`config.mk`:
```
export PLATFORM = sky130hd
export DESIGN_NAME = settle_driver_n
export DESIGN_NICKNAME = d
export VERILOG_FILES = /design/src/rtl/settle_driver_pkg.sv /design/src/rtl/driver_timer.sv /design/src/rtl/settle_driver_n.sv
export SDC_FILE = /design/constraint.sdc
export NUM_CORES = 1
export LEC_CHECK = 0
export ABC_CLOCK_PERIOD_IN_PS = 1980
export BUFFER_PORTS_ARGS = -buffer_cell sky130_fd_sc_hd__clkbuf_2
export CAP_MARGIN = 10
export CORE_UTILIZATION = 48
export DETAILED_ROUTE_END_ITERATION = 12
export PLACE_DENSITY = 0.72
export RECOVER_POWER = 50
export SYNTH_ARGS = -nofsm -noshare
export SYNTH_HDL_FRONTEND = slang
export SYNTH_SLANG_ARGS = --single-unit
```
`constraint.sdc`:
```
create_clock -name clk -period 1.98 [get_ports clk]
set_clock_uncertainty 0.1 [all_clocks]
set_input_delay 0.099 -clock clk [delete_from_list [all_inputs] [get_ports clk]]
set_output_delay 0.099 -clock clk [all_outputs]
set_load 0.03 [all_outputs]
```
`src/rtl/settle_driver_pkg.sv`:
```
// Shared FSM encoding, default sizing constants and a sizing helper for settle_driver_n.
package settle_driver_pkg;

    typedef enum logic [1:0] {
        ST_IDLE   = 2'd0,
        ST_SETTLE = 2'd1,
        ST_HOLD   = 2'd2,
        ST_GUARD  = 2'd3
    } drv_state_e;

    localparam int DEF_STATE_W = 7;
    localparam int DEF_SETTLE  = 7;
    localparam int DEF_HOLD    = 31;
    localparam int DEF_GUARD   = 4;

    function automatic int max3(input int a, input int b, input int c);
        int m;
        m = (a > b) ? a : b;
        return (m > c) ? m : c;
    endfunction

endpackage

```
`src/rtl/driver_timer.sv`:
```
// Clearable up-counter with terminal-count compare, shared by settle, hold and guard phases.
module driver_timer
    import settle_driver_pkg::*;
#(
    parameter int CNT_W = 5
) (
    input  logic             clk,
    input  logic             reset,
    input  logic             clr,
    input  logic [CNT_W-1:0] term,
    output logic [CNT_W-1:0] cnt,
    output logic             tc
);

    always_ff @(posedge clk) begin
        if (reset || clr) begin
            cnt <= '0;
        end else begin
            cnt <= cnt + CNT_W'(1);
        end
    end

    assign tc = (cnt == term);

endmodule

```
`src/rtl/settle_driver_n.sv`:
```
// Settle-then-enable driver: waits for a stable state bus, then emits a fixed-length enable pulse.
// Optional post-pulse low guard phase enabled by defining SETTLE_DRIVER_GUARD_EN.
module settle_driver_n
    import settle_driver_pkg::*;
#(
    parameter int STATE_W       = DEF_STATE_W,
    parameter int SETTLE_CYCLES = DEF_SETTLE,
    parameter int HOLD_CYCLES   = DEF_HOLD,
    parameter int RETRIGGER     = 1,
    parameter int GUARD_CYCLES  = DEF_GUARD
) (
    input  logic               clk,
    input  logic               reset,
    input  logic [STATE_W-1:0] state,
    output logic               enable,
    output logic [STATE_W-1:0] state_out,
    output logic               busy
);

    localparam int CNT_W = $clog2(max3(SETTLE_CYCLES, HOLD_CYCLES, GUARD_CYCLES) + 1);
    localparam logic [CNT_W-1:0] SETTLE_TC = CNT_W'(SETTLE_CYCLES - 1);
    localparam logic [CNT_W-1:0] HOLD_TC   = CNT_W'(HOLD_CYCLES - 1);
`ifdef SETTLE_DRIVER_GUARD_EN
    localparam logic [CNT_W-1:0] GUARD_TC  = CNT_W'(GUARD_CYCLES - 1);
`endif

    drv_state_e         fsm;
    logic [STATE_W-1:0] s_q;
    logic               change;
    logic               rearm;
    logic               pending;
    logic [CNT_W-1:0]   cnt;
    logic [CNT_W-1:0]   term;
    logic               tc;
    logic               clr;

    assign change = (state != s_q);
    assign rearm  = change && (RETRIGGER != 0);

    always_comb begin
        term = '0;
        case (fsm)
            ST_SETTLE: term = SETTLE_TC;
            ST_HOLD:   term = HOLD_TC;
`ifdef SETTLE_DRIVER_GUARD_EN
            ST_GUARD:  term = GUARD_TC;
`endif
            default:   term = '0;
        endcase
    end

    // Counter restarts on every phase entry and on any change while settling.
    assign clr = (fsm == ST_IDLE) || ((fsm == ST_SETTLE) && change) || tc;

    driver_timer #(
        .CNT_W (CNT_W)
    ) u_timer (
        .clk   (clk),
        .reset (reset),
        .clr   (clr),
        .term  (term),
        .cnt   (cnt),
        .tc    (tc)
    );

    always_ff @(posedge clk) begin
        s_q <= state;
        if (reset) begin
            fsm       <= ST_IDLE;
            enable    <= 1'b0;
            busy      <= 1'b0;
            state_out <= '0;
            pending   <= 1'b0;
        end else begin
            case (fsm)
                ST_IDLE: begin
                    if (change) begin
                        fsm  <= ST_SETTLE;
                        busy <= 1'b1;
                    end
                end
                ST_SETTLE: begin
                    if (!change && tc) begin
                        fsm       <= ST_HOLD;
                        enable    <= 1'b1;
                        state_out <= state;
                    end
                end
                ST_HOLD: begin
                    if (tc) begin
                        enable <= 1'b0;
`ifdef SETTLE_DRIVER_GUARD_EN
                        fsm     <= ST_GUARD;
                        pending <= pending || rearm;
`else
                        pending <= 1'b0;
                        if (pending || rearm) begin
                            fsm <= ST_SETTLE;
                        end else begin
                            fsm  <= ST_IDLE;
                            busy <= 1'b0;
                        end
`endif
                    end else begin
                        pending <= pending || rearm;
                    end
                end
`ifdef SETTLE_DRIVER_GUARD_EN
                ST_GUARD: begin
                    if (tc) begin
                        pending <= 1'b0;
                        if (pending || rearm) begin
                            fsm <= ST_SETTLE;
                        end else begin
                            fsm  <= ST_IDLE;
                            busy <= 1'b0;
                        end
                    end else begin
                        pending <= pending || rearm;
                    end
                end
`endif
                default: begin
                    fsm     <= ST_IDLE;
                    enable  <= 1'b0;
                    busy    <= 1'b0;
                    pending <= 1'b0;
                end
            endcase
        end
    end

endmodule

```
# After elaboration in Yosys (flattened, before gate mapping)
# Index checks and enable logic that the tools add are counted.
dict set report totals {
  input_bits 9
  out_inout_bits 9
  ff_bits 24
  wordCells 46
}
dict set report op_classes {
  n_reduce_logical 13
  eq_ne 8
  n_addsub 1
  bitwise_logic 2
  n_mux 15
}
# op count
set op_table {}
lappend op_table {{$pmux 5 s2} 1}
lappend op_table {{$mux 1} 7}
lappend op_table {{$ne 7x7->1} 1}
lappend op_table {{$mux 2} 3}
lappend op_table {{$ne 2x2->1 const B} 3}
lappend op_table {{$pmux 1 s3} 2}
lappend op_table {{$pmux 2 s3} 1}
lappend op_table {{$reduce_and 3->1} 2}
lappend op_table {{$add 5x1->5 const B} 1}
lappend op_table {{$eq 5x5->1} 1}
lappend op_table {{$logic_or 1x1->1} 4}
lappend op_table {{$reduce_and 4->1} 1}
lappend op_table {{$eq 2x1->1 const B} 1}
lappend op_table {{$eq 2x2->1 const B} 1}
lappend op_table {{$logic_and 1x1->1} 2}
lappend op_table {{$logic_not 2->1} 1}
lappend op_table {{$ne 2x1->1 const B} 1}
lappend op_table {{$not 1->1} 2}
lappend op_table {{$pmux 1 s2} 1}
lappend op_table {{$reduce_and 2->1} 1}
lappend op_table {{$reduce_or 2->1} 1}
lappend op_table {{$logic_not 1->1} 1}

# Logic depth before layout (Yosys ltp)
dict set report logic_depth {
  depth_word 6
  mapped_depth 7
  ltp_nobuf 7
}

# Cells and area by module
# A second synthesis with hierarchy kept.
dict set report hier_totals {
  cells_unflattened 104
  hier_area_um2 1051.0
}
# module area_each_um2 seq_area_each_um2 cells_each n_inst
set modules_own_cells {}
lappend modules_own_cells {settle_driver_n 820.8 380.4 81 1}
lappend modules_own_cells {driver_timer 230.2 100.1 23 1}

# Least setup slack after synthesis
# Ideal clock, no wire load.
dict set report synth_path {
  path_kind {reg-to-reg}
  from {register fsm[0]}
  to {register fsm[0]}
  n_path_buf 0
  required_time_ns 1.808
  t_arrival_ns 2.020
  slack_ns -0.212
  setup_time_ns 0.072
  synth_period_minus_slack_ns 2.192
  stages_incl_launch_ff 8
  cell_sequence {dfxtp_1 inv_1 ha_1 or3_4 a221oi_4 and3_1 o221a_2 mux2i_1}
}
dict set report synth_via {
  elab_chain_len 6
  word_cells_on_any_way 11
  cone_classes {6 x eq/ne; 2 x mux; 3 x reduce/logical}
}
# item line
set synth_lines {}
lappend synth_lines {{from (decl)} settle_driver_n.sv:27} ;# drv_state_e fsm;
lappend synth_lines {{from (signal assigned)} settle_driver_n.sv:69} ;# fsm <= ST_IDLE;
lappend synth_lines {{from (signal assigned)} settle_driver_n.sv:78} ;# fsm <= ST_SETTLE;
lappend synth_lines {{from (signal assigned)} settle_driver_n.sv:84} ;# fsm <= ST_HOLD;
lappend synth_lines {{$eq 2x2->1 / $eq 2x1->1 (equally long branches)} {settle_driver_n.sv:42, settle_driver_n.sv:75}}
lappend synth_lines {{$pmux 5 s2} settle_driver_n.sv:42} ;# case (fsm)
lappend synth_lines {{$eq 5x5->1} driver_timer.sv:23} ;# assign tc = (cnt == term);
lappend synth_lines {{$logic_and 1x1->1} settle_driver_n.sv:83} ;# if (!change && tc) begin
lappend synth_lines {{$ne 2x1->1 (no source line)} -}
lappend synth_lines {{$reduce_and 3->1 (no source line)} -}
# Parallel ways exist; a longest one is shown, timed or not.
# A chain may end at the register's enable or synchronous reset.

# Worst setup path in the final report
dict set report layout_path {
  from {register fsm[1]}
  to {register fsm[0]}
}
# Same word-level chain as after synthesis.

==> impl_metrics.ini <==
[worst_setup_path]
setup.worst_path.class = register to register
cp-end-kind = register
critPathLaunchType = register
cp.required_ns = 2.12
arrival_ns = 2.25
path_max_fanout = 5

[floorplan]
coreArea_um2 = 2020
die-area_um2 = 2430
num_rows = 16
die_w_um = 49.3
initial_core_util = 0.530
die_h_um = 49.3
io_pins = 18

[detailed_routing]
num_vias = 844
drt-wirelength-per-cell_um = 13.4
drc = 0
ant_nets = 0
first_pass_iters = 4
vias_per_cell = 5.15
wl_um = 2190
drtIter0Drc = 7

[clocking]
cts.sinks = 24
insertion_delay_ns = 0.31
clk_pin_slew_ns = 0.13
root_buffer = clkbuf_4
numCtsBuffers = 3
cts_tree = done
htree_num_levels = 1
clk_path_buf_depth = 2

[final_layout]
stdcell_area_um2 = 1460
final_nets = 152
antenna_cells = 0
fin_cells = 164
syn_to_final_growth_pct = 36.4
drive_gt1_frac = 0.328
final_common_cell = dfxtp_1
final_cell_mix = 22 x dfxtp_1, 11 x buf_4, 10 x nor2_1, 10 x clkbuf_1

[global_routing]
grt_overflow = 0
antenna_found_initial = 0
grtUsageTotal = 0.193
grt_pass1_wl_um = 3590
grt_max_degree = 15
grt_pass1_vias = 819

[logic_synthesis]
postSynthAreaPerCell_um2 = 10.8
async_reset_ff_frac = 0
yosys_most_used_dff = dfxtp_1
synth_top_area_frac = 0.448
synth_warnings = 0
synth.top_cells.by_area = dfxtp_1 45%, mux2i_1 7.5%, xor2_1 6.5%
synth_edf_count = 0
syn_inst = 99
synth_seq_area_share = 0.448
synth_cell_types = 30
syn-cell-area_um2 = 1070
ys_seq_elements = 24
yosysTopAreaCell = dfxtp_1
synth_nets = 113

[timing]
fmax_ghz = 0.474
min_period_ns = 2.11
worst_pin_slew_ns = 0.375
fin_ws_ns = -0.128
finalHoldViolCount = 0
rsz0062_at_grt = yes
relSlewSlack = 0.750
fin_crit_sh = 1.06
finalSetupViolCount = 10
setup_tns_ns = -0.817
drv_slew = 0

[pwr]
sequentialPowerShare = 0.474
clkPwrFrac = 0.225
netSwitchingPower_uw = 343
power_density_nw_per_um2 = 774
intPower_uw = 789
power.total_mw = 1.13
p_comb_frac = 0.301
switching_share = 0.303
p_leak_nw = 0.630
ir_worst_vdd_v = 0.000592

[run_status]
outcome = complete, but fails checks
violations = setup timing

[placed_design]
dpl.cell_count = 149
placed_cell_area_um2 = 1270
place_congestion = 0.760
portBuffers = 17
dp_hpwl_um = 1430

[min_path]
hp-class = input port to register

[job]
cap_viol_max_count = 0
## registers in the layout, summed over array words and instances (netlist names)
name	flops
busy	1
u_timer.cnt	5
s_q	7
state_out	7
enable	1
fsm	2
pending	1
## through the flow
step | hold slack [ns] | setup WS (ns) | util
global route | 0.119 | -0.211 | 0.723
floorplan | 0.0267 | -0.103 | -
CTS | 0.0797 | -0.210 | 0.693
global placement | 0.143 | -0.125 | 0.626
finish | 0.0959 | -0.128 | 0.723
detailed placement | 0.147 | -0.203 | 0.626
## power groups by stage
stage               clock, mW  sequential, mW  combinational [mW]
floorplan                   0           0.554               0.181
global placement            0           0.539               0.258
detailed placement          0           0.539               0.267
CTS                     0.260           0.529               0.290
global route            0.281           0.539               0.367
finish                  0.254           0.537               0.341
## cells by family (layout without fill, tap and decap cells)
| family | after synthesis | count (layout) | share of synthesized area |
|---|---|---|---|
| AND/OR/NAND/NOR | 33 | 33 | 0.195 |
| flip-flops | 24 | 24 | 0.448 |
| AO/OA/AOI/OAI | 13 | 13 | 0.121 |
| XOR/XNOR | 10 | 10 | 0.0817 |
| multiplexers | 8 | 8 | 0.0747 |
| buffers and inverters | 6 | 44 | 0.0210 |
| adder cells (fa/ha/maj) | 5 | 5 | 0.0583 |
## per-layer routing
metal / share of wire / vias up / global-route usage
met4: 0.010 / 0 / 0.0637
met1: 0.44 / 403 / 0.227
li1: - / 419 / -
met2: 0.53 / 17 / 0.342
met3: 0.025 / 5 / 0.0436
met5: 0 / - / 0
## timing repair
action	CTS	global route
gates resized for setup	3	12
hold buffers	7	0
gates cloned	0	0
endpoints found under the setup margin	12	17
pin swaps	4	8
hold endpoints to repair	13	0
setup buffers	2	2
## cells in the mapped netlist (2+ instances only)
master	n
mux2i_1	8
nand2b_1	2
dfxtp_1	24
a21oi_1	3
inv_1	4
nor2b_1	2
o31ai_1	2
xnor2_1	2
clkbuf_1	2
nand3_1	6
xor2_1	8
nor2_1	11
and2_1	4
ha_1	5
## critical path, cell delays in order, from the launching register on
cell and delay, ns:
dfxtp_2 0.35, inv_2 0.05, ha_4 0.23, or3_4 0.33
a221oi_4 0.28, buf_6 0.17, and3_4 0.19, o221a_4 0.17
mux2i_1 0.17
## cell type report
class	count	area [µm²]
Tap cell	27	33.8
Sequential cell	24	483
Clock buffer	4	36.3
Inverter	4	17.5
Multi-Input combinational cell	69	656
Fill cell	160	559
Timing Repair Buffer	36	236
## final timing paths
check | start | end | slack [ns] | depth (start not counted)
min | reset | busy | 0.1 | 2
max | fsm[1] | fsm[0] | -0.13 | 8
min reg2reg | enable | enable | 0.38 | 1
max reg2reg | fsm[1] | fsm[0] | -0.13 | 8
No activity file was read; power rests on OpenSTA's default activity.
